==> config.mk <==
export PLATFORM = sky130hd
export DESIGN_NAME = fetch_unit
export DESIGN_NICKNAME = d
export VERILOG_FILES = /design/src/rtl/fetch_pkg.sv /design/src/rtl/fetch_fifo.sv /design/src/rtl/fetch_unit.sv
export SDC_FILE = /design/constraint.sdc
export NUM_CORES = 1
export LEC_CHECK = 0
export ABC_AREA = 1
export CAP_MARGIN = 20
export CORE_UTILIZATION = 57
export DETAILED_ROUTE_END_ITERATION = 8
export PLACE_DENSITY = 0.79
export SYNTH_ARGS = -nofsm -noshare
export SYNTH_HDL_FRONTEND = slang
export SYNTH_SLANG_ARGS = --single-unit
==> constraint.sdc <==
create_clock -name clk_i -period 5.2 [get_ports clk_i]
set_clock_uncertainty 0.1 [all_clocks]
set_input_delay 0.52 -clock clk_i [delete_from_list [all_inputs] [get_ports clk_i]]
set_output_delay 0.52 -clock clk_i [all_outputs]
set_load 0.005 [all_outputs]
==> src/rtl/fetch_pkg.sv <==
// Shared types and defaults for the instruction fetch unit and its prefetch buffer.
package fetch_pkg;

    typedef enum logic [1:0] {
        RESET = 2'd0,
        FETCH = 2'd1,
        DRAIN = 2'd2
    } fetch_state_t;

    localparam int unsigned DEFAULT_DEPTH        = 4;
    localparam logic [31:0] DEFAULT_RESET_VECTOR = 32'h0000_0000;

    function automatic logic [31:0] align_pc(input logic [31:0] pc);
        return {pc[31:2], 2'b00};
    endfunction

endpackage

==> src/rtl/fetch_fifo.sv <==
// Prefetch buffer: circular FIFO with synchronous flush; head reads as zero when empty.
module fetch_fifo #(
    parameter int unsigned WIDTH = 64,
    parameter int unsigned DEPTH = 4
) (
    input  logic                         clk_i,
    input  logic                         rst_ni,
    input  logic                         flush_i,
    input  logic                         push_i,
    input  logic [WIDTH-1:0]             data_i,
    input  logic                         pop_i,
    output logic [WIDTH-1:0]             data_o,
    output logic                         empty_o,
    output logic [$clog2(DEPTH+1)-1:0]   count_o
);

    localparam int unsigned PTR_W = $clog2(DEPTH);
    localparam int unsigned CNT_W = $clog2(DEPTH+1);

    logic [WIDTH-1:0] mem_q [DEPTH];
    logic [PTR_W-1:0] wr_ptr_q, wr_ptr_d;
    logic [PTR_W-1:0] rd_ptr_q, rd_ptr_d;
    logic [CNT_W-1:0] count_q, count_d;
    logic             full;
    logic             push_ok;
    logic             pop_ok;

    assign empty_o = (count_q == '0);
    assign full    = (count_q == CNT_W'(DEPTH));
    assign count_o = count_q;
    assign data_o  = empty_o ? '0 : mem_q[rd_ptr_q];

    // A full FIFO still accepts a push when the head leaves in the same cycle.
    assign pop_ok  = pop_i && !empty_o;
    assign push_ok = push_i && (!full || pop_ok);

    always_comb begin
        wr_ptr_d = wr_ptr_q;
        rd_ptr_d = rd_ptr_q;
        count_d  = count_q;
        if (flush_i) begin
            wr_ptr_d = '0;
            rd_ptr_d = '0;
            count_d  = '0;
        end else begin
            if (push_ok) begin
                wr_ptr_d = wr_ptr_q + PTR_W'(1);
            end
            if (pop_ok) begin
                rd_ptr_d = rd_ptr_q + PTR_W'(1);
            end
            unique case ({push_ok, pop_ok})
                2'b10:   count_d = count_q + CNT_W'(1);
                2'b01:   count_d = count_q - CNT_W'(1);
                default: count_d = count_q;
            endcase
        end
    end

    always_ff @(posedge clk_i or negedge rst_ni) begin
        if (!rst_ni) begin
            wr_ptr_q <= '0;
            rd_ptr_q <= '0;
            count_q  <= '0;
        end else begin
            wr_ptr_q <= wr_ptr_d;
            rd_ptr_q <= rd_ptr_d;
            count_q  <= count_d;
        end
    end

    always_ff @(posedge clk_i) begin
        if (push_ok && !flush_i) begin
            mem_q[wr_ptr_q] <= data_i;
        end
    end

endmodule

==> src/rtl/fetch_unit.sv <==
// Instruction fetch unit: issues in-order word fetches, buffers responses with their PCs,
// and discards responses that belong to the path abandoned by a redirect.
module fetch_unit
    import fetch_pkg::*;
#(
    parameter logic [31:0] RESET_VECTOR = DEFAULT_RESET_VECTOR,
    parameter int unsigned DEPTH        = DEFAULT_DEPTH
) (
    input  logic         clk_i,
    input  logic         rst_ni,
    output logic         imem_req_o,
    output logic [31:0]  imem_addr_o,
    input  logic         imem_gnt_i,
    input  logic         imem_rvalid_i,
    input  logic [31:0]  imem_rdata_i,
    input  logic         redirect_i,
    input  logic [31:0]  redirect_pc_i,
    output logic         instr_valid_o,
    output logic [31:0]  instr_o,
    output logic [31:0]  instr_pc_o,
    input  logic         instr_ready_i,
    output fetch_state_t state_o
);

    // Handshakes: a fetch is accepted on a cycle with imem_req_o && imem_gnt_i, and its
    // response returns later, in order, on imem_rvalid_i; an instruction is consumed on a
    // cycle with instr_valid_o && instr_ready_i. Neither side waits on the other's ack.

    localparam int unsigned CNT_W = $clog2(DEPTH+1);
    localparam int unsigned PTR_W = $clog2(DEPTH);

    fetch_state_t     state_q, state_d;
    logic [31:0]      fetch_pc_q, fetch_pc_d;
    logic [CNT_W-1:0] outst_q, outst_d;
    logic [CNT_W-1:0] drop_q, drop_d;
    logic [PTR_W-1:0] pcq_wr_q, pcq_wr_d;
    logic [PTR_W-1:0] pcq_rd_q, pcq_rd_d;
    logic [31:0]      pcq_mem_q [DEPTH];

    logic [CNT_W-1:0] fifo_count;
    logic             fifo_empty;
    logic [63:0]      fifo_rdata;
    logic [CNT_W:0]   inflight;
    logic [CNT_W-1:0] pending_drop;
    logic             grant;
    logic             rsp_accept;
    logic             fifo_pop;

    assign imem_addr_o  = align_pc(fetch_pc_q);
    assign inflight     = {1'b0, fifo_count} + {1'b0, outst_q};
    assign imem_req_o   = (state_q == FETCH) && !redirect_i && (inflight < (CNT_W+1)'(DEPTH));
    assign grant        = imem_req_o && imem_gnt_i;
    // With nothing outstanding, a response can only be a leftover from before a reset.
    assign rsp_accept   = imem_rvalid_i && (state_q == FETCH) && !redirect_i && (outst_q != '0);
    assign fifo_pop     = instr_valid_o && instr_ready_i;
    assign pending_drop = drop_q + outst_q;
    assign state_o      = state_q;

    always_comb begin
        state_d    = state_q;
        fetch_pc_d = fetch_pc_q;
        outst_d    = outst_q;
        drop_d     = drop_q;
        pcq_wr_d   = pcq_wr_q;
        pcq_rd_d   = pcq_rd_q;
        if (redirect_i) begin
            fetch_pc_d = align_pc(redirect_pc_i);
            outst_d    = '0;
            pcq_wr_d   = '0;
            pcq_rd_d   = '0;
            drop_d     = (imem_rvalid_i && (pending_drop != '0)) ? pending_drop - CNT_W'(1)
                                                                  : pending_drop;
            state_d    = (drop_d != '0) ? DRAIN : FETCH;
        end else begin
            unique case (state_q)
                RESET: state_d = FETCH;
                FETCH: begin
                    if (grant) begin
                        fetch_pc_d = fetch_pc_q + 32'd4;
                        pcq_wr_d   = pcq_wr_q + PTR_W'(1);
                    end
                    if (rsp_accept) begin
                        pcq_rd_d = pcq_rd_q + PTR_W'(1);
                    end
                    unique case ({grant, rsp_accept})
                        2'b10:   outst_d = outst_q + CNT_W'(1);
                        2'b01:   outst_d = outst_q - CNT_W'(1);
                        default: outst_d = outst_q;
                    endcase
                end
                DRAIN: begin
                    if (imem_rvalid_i && (drop_q != '0)) begin
                        drop_d = drop_q - CNT_W'(1);
                    end
                    if (drop_d == '0) begin
                        state_d = FETCH;
                    end
                end
                default: state_d = RESET;
            endcase
        end
    end

    always_ff @(posedge clk_i or negedge rst_ni) begin
        if (!rst_ni) begin
            state_q    <= RESET;
            fetch_pc_q <= RESET_VECTOR;
            outst_q    <= '0;
            drop_q     <= '0;
            pcq_wr_q   <= '0;
            pcq_rd_q   <= '0;
        end else begin
            state_q    <= state_d;
            fetch_pc_q <= fetch_pc_d;
            outst_q    <= outst_d;
            drop_q     <= drop_d;
            pcq_wr_q   <= pcq_wr_d;
            pcq_rd_q   <= pcq_rd_d;
        end
    end

    // Issue address of every granted request, consumed in order as responses return.
    always_ff @(posedge clk_i) begin
        if (grant) begin
            pcq_mem_q[pcq_wr_q] <= imem_addr_o;
        end
    end

    fetch_fifo #(
        .WIDTH (64),
        .DEPTH (DEPTH)
    ) u_fifo (
        .clk_i   (clk_i),
        .rst_ni  (rst_ni),
        .flush_i (redirect_i),
        .push_i  (rsp_accept),
        .data_i  ({imem_rdata_i, pcq_mem_q[pcq_rd_q]}),
        .pop_i   (fifo_pop),
        .data_o  (fifo_rdata),
        .empty_o (fifo_empty),
        .count_o (fifo_count)
    );

    assign instr_valid_o = !fifo_empty;
    assign instr_o       = fifo_rdata[63:32];
    assign instr_pc_o    = fifo_rdata[31:0];

endmodule

==> results.yml, run 1 <==
yosys:
  yosysWarnings: 0
  synth-compound-area-share: 0.0960
  ys_seq_area_frac: 0.691
  syn_inst: 1588
  synth_area_um2: 17800
  synth-edff-count: 368
  synth_xor_area_frac: 0.00444
  syn_area_per_cell_um2: 11.2
  synth-simple-area-share: 0.155
  synth_top_family_by_area: "simple AND/OR/NAND/NOR gates"
  synthAdderAreaFrac: 0.0147
  ys_types: 44
  async_flop_share: 0.118
  synth_seq_cells: 417
  synth_flop_cell: "edfxtp_1"
  muxShareOfSynthArea: 0
grt:
  grt_pass1_vias: 11700
  grtUsageMet3: 0.0416
  grt_start_max_net_pins: 91
  grt-ovfl-total: 0
  grt.busiest_layer: "met2"
  antenna_found_initial: 0
  grt_usage: 0.242
  grt_util_met1: 0.319
  grt_pass1_wl_um: 59200
  met2_usage: 0.410
pwr:
  intPower_mw: 5.57
  leakage_nw: 7.46
  power_frac_clock: 0.388
  peakVddDrop_uv: 218
  p_seq_frac: 0.540
  powerDensity_nw_per_um2: 341
  p_switching_mw: 1.57
  switching_share: 0.220
  comb_power_share: 0.072
final_layout:
  num_antenna_cells: 0
  drive_above_1_share: 0.0710
  design_area_um2: 21000
  fillCellCount: 2108
  layout.nets: 1822
  fin_util: 0.685
  fin_cells: 2157
  area_delta_synth_final_pct: 18.0
worst_setup_path:
  rrSetupSlack_ns: 2.32
  crit_family: "buffers and inverters"
  cp-start-kind: "flip-flop"
  slowest_delay_ns: 0.80
  critPathMaxFanout: 90
  cp_common_cell: "nor2_1"
  required_ns: 4.58
  end_kind: "output port"
  worstSetupPathType: "reg -> out"
  critPathArrivalTime_ns: 3.23
  worstPathCellList: "buf_4 -> nor2_1 -> nor2_1 -> o21ai_0 -> a21oi_1 -> clkdlybuf4s50_1"
  worstPathBufferInverterCount: 2
  critPathSlowestCell: "buf_4"
floorplanning:
  rows: 64
  io-pin-count: 170
  core_area_um2: 30600
  dieArea_um2: 31900
  die_h_um: 178
  start_util: 0.580
  die_w_um: 178
sta:
  fin_crit_sh: 0.740
  tightest_slew_ns: 1.10
  slew_violations: 0
  finalSetupViolations: 0
  rsz0062_at_grt: "no"
  max_freq_mhz: 260
  slew_headroom: 0.267
  finalHoldViolCount: 2
  fin_tns_setup_ns: 0
  fin_hold_ws_ns: -0.00805
  period_needed_ns: 3.85
status:
  violations: "hold timing"
  run_status: "finished, violations left"
clocking:
  cts_resized: 0
  root_buffer: "clkbuf_16"
  clk_pin_slew_worst_paths_ns: 0.06
  clock_latency_ns: 0.53
  cts_setup_buffers: 0
  numCtsBuffers: 41
  cts_tree: "yes"
  hold_buffers: 0
  cts.htree.levels: 2
  cts.sinks: 417
  cts_max_path_buffers: 3
routing:
  drt_wl_total_um: 38500
  vias: 12200
  drcViolationCount: 0
  viasPerCell: 5.64
  drt_iter0_markers: 964
  firstDrtPassIters: 7
  routedWlPerCell_um: 17.9
  ant_nets: 0
hold_path:
  hp-class: "in -> async"
placement:
  place.port_buffers: 163
  gp_congestion: 0.884
  post_dp_cell_area_um2: 19700
  dp_cells: 2086
  hpwlAfterDp_um: 22000
job:
  drv_cap: 0
[kinds of logic after synthesis]
family	after synthesis
adder cells (fa/ha/maj)	19
flip-flops	417
other	1
AO/OA/AOI/OAI	324
AND/OR/NAND/NOR	662
XOR/XNOR	9
buffers and inverters	156
[layer usage]
metal	part of all wire	wire length, um	vias to the layer above
met5	0	0	-
met4	0.019	731	0
met3	0.084	3230	69
met2	0.49	18900	533
met1	0.41	15700	5781
li1	-	-	5783
[flip-flops by register name (all words and copies together) (netlist names)]
name	flops
u_fifo.rd_ptr_q	2
u_fifo.count_o	3
pcq_mem_q	120
pcq_wr_q	2
pcq_rd_q	2
u_fifo.wr_ptr_q	2
state_o	2
outst_q	3
fetch_pc_q	30
u_fifo.mem_q	248
drop_q	3
[placed cells by master (no fill, tap or decap), drive strengths merged, types with 2 or more instances in the layout]
cell type | Yosys | final
nor2 | 381 | 381
edfxtp | 368 | 368
o21ai | 213 | 213
nand2 | 211 | 211
clkdlybuf4s50 | 0 | 162
inv | 72 | 73
a21oi | 70 | 70
clkbuf | 43 | 60
nand3 | 50 | 50
dfrtp | 49 | 49
o22ai | 30 | 30
buf | 39 | 19
ha | 16 | 16
clkinv | 2 | 11
xor2 | 7 | 7
nand3b | 7 | 7
o211ai | 7 | 7
nor3 | 5 | 5
nand4 | 5 | 5
conb | 1 | 4
a22oi | 3 | 3
fa | 3 | 3
xnor2 | 2 | 2
[final timing paths]
path,cells after the start,end,start
hold reg to reg,2,drop_q[1]$_DFFE_PN0P_,drop_q[1]$_DFFE_PN0P_
setup / recovery,6,instr_pc_o[9],u_fifo.rd_ptr_q[0]$_DFFE_PN0P_
hold / removal,2,fetch_pc_q[24]$_DFFE_PN0P_,rst_ni
max in group asynchronous,2,u_fifo.rd_ptr_q[0]$_DFFE_PN0P_,rst_ni
setup reg to reg,3,u_fifo.mem_q[0][29]$_DFFE_PP_,pcq_rd_q[1]$_DFFE_PN0P_
min in group clk_i,2,drop_q[1]$_DFFE_PN0P_,drop_q[1]$_DFFE_PN0P_
[synth_stat cells (3+ instances only)]
cell | n | area (um2)
buf_1 | 8 | 30.0
nand2_1 | 203 | 762
nand3_4 | 3 | 52.6
a21oi_1 | 70 | 350
nor2_1 | 369 | 1390
o21ai_0 | 154 | 771
clkbuf_1 | 39 | 146
o211ai_2 | 3 | 37.5
a22oi_1 | 3 | 22.5
buf_6 | 4 | 45.0
buf_2 | 21 | 105
nand3_1 | 46 | 230
edfxtp_1 | 368 | 11100
clkbuf_2 | 4 | 20.0
inv_2 | 10 | 37.5
dfrtp_1 | 49 | 1230
o21ai_1 | 58 | 290
nand4_1 | 5 | 31.3
buf_4 | 5 | 37.5
nand2_4 | 3 | 33.8
o22ai_1 | 30 | 188
o211ai_1 | 4 | 30.0
xor2_1 | 7 | 61.3
inv_1 | 61 | 229
nor2_4 | 5 | 56.3
fa_1 | 3 | 60.1
ha_1 | 16 | 200
nand3b_1 | 7 | 52.6
nor2_2 | 6 | 37.5
nor3_1 | 5 | 25.0
nand2_2 | 5 | 31.3
[power groups by stage]
stage	Combinational (mW)	Clock, mW	Sequential [mW]
after detailed placement	0.512	0	3.91
after global routing	0.591	2.93	3.86
final	0.516	2.77	3.85
after CTS	0.518	2.80	3.85
after floorplan	0.301	0	3.87
after global placement	0.495	0	3.91
[per-stage QoR]
| stage | total power [mW] | worst slack (ns) |
|---|---|---|
| 4_1_cts | 7.16 | 1.35 |
| 5_1_grt | 7.38 | 1.13 |
| 6_report | 7.14 | 1.35 |
| 2_1_floorplan | 4.17 | 0.888 |
| 3_5_place_dp | 4.42 | 1.81 |
| 3_3_place_gp | 4.40 | 1.81 |
[final cells by class]
cell class | instances | area (um2) | area share
Clock buffer | 60 | 1170 | 0.0558
Clock inverter | 11 | 87.6 | 0.00418
Inverter | 74 | 285 | 0.0136
Multi-Input combinational cell | 1018 | 4840 | 0.231
Sequential cell | 417 | 12300 | 0.586
Tap cell | 396 | 495 | 0.0236
Timing Repair Buffer | 181 | 1790 | 0.0853
Power figures use the tool's default switching activity.
==> run 2: changes to the inputs <==
==> constraint.sdc (replaced) <==
create_clock -name clk_i -period 3.9 [get_ports clk_i]
set_clock_uncertainty 0.1 [all_clocks]
set_input_delay 0.39 -clock clk_i [delete_from_list [all_inputs] [get_ports clk_i]]
set_output_delay 0.39 -clock clk_i [all_outputs]
set_load 0.005 [all_outputs]
==> results.yml, run 2 (synthesized netlist as in run 1, its figures left out) <==
hold_path:
  hp-class: "in -> reg"
  hold_path_depth: 3
worst_setup_path:
  worstSetupPathType: "reg -> out"
  required_ns: 3.41
  worstPathBufferInverterCount: 2
  crit_start: "u_fifo.rd_ptr_q[0]$_DFFE_PN0P_"
  crit_family: "buffers and inverters"
  critPathMaxFanout: 90
  ff2ff_path_depth: 13
  end_kind: "output port"
  worstPathCellList: "buf_12 -> nor2_1 -> nor2_1 -> o21ai_0 -> a21oi_1 -> clkdlybuf4s50_1"
  rrSetupSlack_ns: 1.11
  path_depth: 6
  r2r_start: "outst_q[2]$_DFFE_PN0P_"
  critPathArrivalTime_ns: 2.75
  critPathSlowestCell: "dfrtp_4"
  r2r-end: "outst_q[2]$_DFFE_PN0P_"
  cp-start-kind: "flip-flop"
  crit_end: "instr_pc_o[17]"
  cp_common_cell: "nor2_1"
  slowest_delay_ns: 0.70
sta:
  slew_violations: 0
  tightest_slew_ns: 0.985
  rsz0062_at_grt: "no"
  finalHoldViolCount: 0
  finalSetupViolations: 0
  fin_crit_sh: 0.831
  max_freq_mhz: 308
  slew_headroom: 0.343
  period_needed_ns: 3.24
placement:
  place.port_buffers: 163
  hpwlAfterDp_um: 22800
  post_dp_cell_area_um2: 19800
  gp_congestion: 0.923
final_layout:
  fin_util: 0.687
  num_antenna_cells: 0
  fillCellCount: 2140
  regMostFlops: "u_fifo.mem_q"
  reg.largest.list: "u_fifo.mem_q: 248 flops, pcq_mem_q: 120 flops, fetch_pc_q: 30 flops"
  design_area_um2: 21000
  largest_reg_flops: 248
  drive_above_1_share: 0.0729
  layout_common_cells: "edfxtp_1, nor2_1, nand2_1, clkdlybuf4s50_1, o21ai_0"
  area_delta_synth_final_pct: 18.3
  final_common_cell: "edfxtp_1"
  layout.nets: 1828
routing:
  vias: 12300
  drt_iter0_markers: 1160
  drcViolationCount: 0
  ant_nets: 0
  drt_wl_total_um: 38600
  routedWlPerCell_um: 17.8
  viasPerCell: 5.69
  firstDrtPassIters: 5
clocking:
  cts.sinks: 417
  clock_latency_ns: 0.53
  numCtsBuffers: 41
  cts_tree: "yes"
  cts.htree.levels: 2
  cts_max_path_buffers: 3
  root_buffer: "clkbuf_16"
  clk_pin_slew_worst_paths_ns: 0.07
job:
  drv_cap: 0
floorplanning:
  die_h_um: 178
  rows: 64
  die_w_um: 178
  dieArea_um2: 31900
  core_area_um2: 30600
  start_util: 0.580
  io-pin-count: 170
grt:
  grt_usage: 0.242
  grt_start_max_net_pins: 94
  grt_pass1_vias: 11900
  grt-ovfl-total: 0
  grt_pass1_wl_um: 59500
  antenna_found_initial: 0
pwr:
  leakage_nw: 7.48
  peakVddDrop_uv: 280
  powerDensity_nw_per_um2: 449
status:
  run_status: "finished, final reports clean"
-- run 2: metrics by stage --
stage	std cells	power [mW]	setup TNS, ns	hold WS [ns]	worst slack, ns
3_5_place_dp	2091	5.91	0	0.417	1.10
6_report	2165	9.44	0	0.345	0.658
2_1_floorplan	1591	5.57	-69.89	-0.00559	-0.282
4_1_cts	2165	9.47	0	0.343	0.613
5_1_grt	2165	9.75	0	0.364	0.472
3_3_place_gp	2091	5.87	0	0.414	1.11
-- run 2: layer usage --
metal / wire, um / track usage
met1: 15700 / 0.321
met2: 18800 / 0.408
met3: 3400 / 0.0413
met4: 728 / 0.0773
met5: 0 / 0
-- run 2: worst register-to-register path, stage by stage, from the launching register on --
cell,delay [ns]
dfrtp_1,0.44
ha_1,0.32
inv_1,0.05
nand3_1,0.10
nor2_1,0.19
nand3_4,0.35
nand2_2,0.24
clkinv_1,0.12
fa_1,0.38
xor2_1,0.16
inv_1,0.06
nand2_1,0.05
nand3_1,0.08
nand2_1,0.05
-- run 2: cell type report --
type / count / area, um2 / share of cell area
inverters: 74 / 285 / 0.0136
clock buffers: 53 / 1080 / 0.0515
clock inverters: 20 / 136 / 0.00649
multi-input cells: 1018 / 4840 / 0.231
repair buffers: 187 / 1880 / 0.0897
well taps: 396 / 495 / 0.0236
flip-flops and latches: 417 / 12300 / 0.585
-- run 2: worst min path at each step --
| stage | endpoint | startpoint |
|---|---|---|
| 6_report | fetch_pc_q[30]$_DFFE_PN0P_ | redirect_pc_i[30] |
| 5_1_grt | fetch_pc_q[30]$_DFFE_PN0P_ | redirect_pc_i[30] |
| 4_1_cts | fetch_pc_q[30]$_DFFE_PN0P_ | redirect_pc_i[30] |
| 3_5_place_dp | drop_q[1]$_DFFE_PN0P_ | drop_q[1]$_DFFE_PN0P_ |
| 3_3_place_gp | drop_q[1]$_DFFE_PN0P_ | drop_q[1]$_DFFE_PN0P_ |
| 2_1_floorplan | drop_q[0]$_DFFE_PN0P_ | rst_ni |
-- run 2: where the power goes --
group	leakage, nW	switching, mW	internal (mW)
combinational	2.96	0.381	0.315
clock	0.590	1.57	2.03
sequential	3.92	0.168	4.97
total	7.48	2.12	7.31
-- run 2: what timing repair did --
| item | in CTS | in global routing |
|---|---|---|
| hold buffers | 1 | 0 |
| setup endpoints to repair | 0 | 0 |
| buffers inserted | 0 | 0 |
| endpoints found under the hold margin | 36 | 0 |
| gates resized for setup | 0 | 0 |
==> patch, RTL diff (flow settings as in run 2) <==
`DEFAULT_DEPTH`: 4 -> 2.
--- a/src/rtl/fetch_pkg.sv
+++ b/src/rtl/fetch_pkg.sv
@@ -7,7 +7,7 @@
         DRAIN = 2'd2
     } fetch_state_t;
 
-    localparam int unsigned DEFAULT_DEPTH        = 4;
+    localparam int unsigned DEFAULT_DEPTH        = 2;
     localparam logic [31:0] DEFAULT_RESET_VECTOR = 32'h0000_0000;
 
     function automatic logic [31:0] align_pc(input logic [31:0] pc);
Function: changed (Yosys sat finds a counterexample within 4 cycles, from zero or initial values and one cycle with rst_ni low).
==> patch against run 2 <==
Worst setup slack improved by 280 ps. Via count fell by 39%. Sequential power fell by 43%. Wire length fell by 43%. Total power fell by 31%. Combinational power rose by 110%. Sequential cell count fell by 191. Die area fell by 44%. Area after synthesis fell by 44%. Non-clock buffer count fell by 12. Cell count fell by 36%. Final area fell by 40%.
==> patch: results <==
{
  "yosysUniqueCellTypes": 40,
  "cp_max_fo": 31,
  "power_switching_uw": 1850,
  "leakage_uw": 0.00487,
  "vias_per_cell": 5.40,
  "grt_max_degree": 64,
  "clkLatencyLatePin_ps": 500,
  "dr.pass1.iters": 4,
  "dp.cells": 1344,
  "numPortBuffers": 163,
  "worstHoldPathType": "primary input to flop",
  "stdcell_count": 1387,
  "gr-usage-all-layers_pct": 24.9,
  "antenna_found_initial": 0,
  "yosysWarnings": 0,
  "cpLargestDelayFamily": "buffers and inverters",
  "cts_inserted_buffers": 23,
  "nets": 1225,
  "postPlaceCellArea_um2": 11800,
  "cts.clk_slew.worst_paths_ps": 60,
  "htreeDepth": 1,
  "place.gp.congestion": 0.924,
  "relSlewSlack_pct": 31.7,
  "synthTopCellsByCount": "nand2_1, edfxtp_1, a21oi_1, nor2_1, nand3_1",
  "vdd_ir_drop_max_mv": 0.326,
  "dr.first_iter.drc_count": 648,
  "slowest_stage": "clkdlybuf4s50_1",
  "synth_top_cells_by_area": "edfxtp_1, nand2_1, dfrtp_1",
  "routed_wl_mm": 22.1,
  "synth_ff_type": "edfxtp_1",
  "antenna_cells": 0,
  "ys_seq_area_share_pct": 66.1,
  "dp_hpwl_mm": 13.8,
  "drive_gt1_share_pct": 6.60,
  "synth-edff-count": 184,
  "synthArstFlopShare_pct": 18.6,
  "top_regs": "u_fifo.mem_q x124, pcq_mem_q x60, fetch_pc_q x30",
  "dp_worst_setup_slack_ps": 854,
  "grt_pass1_vias": 7104,
  "clk_path_buf_depth": 3,
  "netlist_instances": 987,
  "cts_resized": 0,
  "status": "complete, no violations",
  "grt_pass1_wl_mm": 35.4,
  "cts-root-buf": "clkbuf_16",
  "crit_arrival_ps": 2470,
  "cpPeakStageDelay_ps": 560
}
-- patch: final cells by class --
class                   count  area [µm²]
flip-flops and latches    226        6580
fillers                  1130        4270
multi-input cells         674        3010
repair buffers            175        1760
clock buffers              26         607
well taps                 220         275
inverters                  50         193
clock inverters            16         124
-- patch: metrics by stage --
stage,power (µW),utilization [%]
floorplan,3680,-
global placement,4430,70.2
detailed placement,4470,70.2
CTS,6560,74.6
global route,6830,74.6
finish,6530,74.6
-- patch: cells by family (layout without fill, tap and decap cells) --
group | after synthesis | after routing | synth area share, %
fa+ha+maj | 5 | 5 | 0.704
buf+inv | 90 | 267 | 4.00
compound gates | 97 | 97 | 5.17
simple gates | 560 | 560 | 23.3
flops | 226 | 226 | 66.1
xor+xnor | 8 | 8 | 0.704
other cells | 1 | 4 | 0.0377
-- patch: power by group through the flow --
stage                     registers [µW]  logic (µW)  clock network, µW
after floorplan                     2940         740                  0
after global placement              2980        1450                  0
after detailed placement            2990        1480                  0
after CTS                           2940        1490               2120
after global routing                2960        1640               2230
final                               2950        1480               2100
-- patch: path summary, 6_finish.rpt --
kind / start / depth (start not counted) / end / slack (ps)
min reg2reg: pcq_mem_q[0][10]$_DFFE_PP_ / 2 / u_fifo.mem_q[1][12]$_DFFE_PP_ / 430
max in group asynchronous: rst_ni / 2 / u_fifo.rd_ptr_q$_DFFE_PN0P_ / 2500
min: redirect_pc_i[25] / 3 / fetch_pc_q[25]$_DFFE_PN0P_ / 360
max: u_fifo.rd_ptr_q$_DFFE_PN0P_ / 5 / instr_pc_o[6] / 940
min in group asynchronous: rst_ni / 2 / drop_q[0]$_DFFE_PN0P_ / 500
max reg2reg: outst_q[0]$_DFFE_PN0P_ / 10 / fetch_pc_q[6]$_DFFE_PN0P_ / 1370
-- patch: per-layer routing --
layer / track usage, % / share of wire (%)
met3: 4.46 / 8.3
met4: 6.37 / 1.7
met2: 41.5 / 48
met5: 0 / 0
met1: 34.1 / 42
-- patch: worst reg2reg max path: stages (launching register included) --
cell and delay, ps:
dfrtp_1 460, nand2_1 100, inv_1 50, fa_1 470
inv_1 90, nand4_4 150, buf_4 250, nand2_4 170
inv_2 390, nand2_1 110, o211ai_1 110
-- patch: repair_timing --
action,4_1_cts,5_1_grt
hold buffers,1,0
buffers inserted,0,0
hold endpoints to repair,42,0
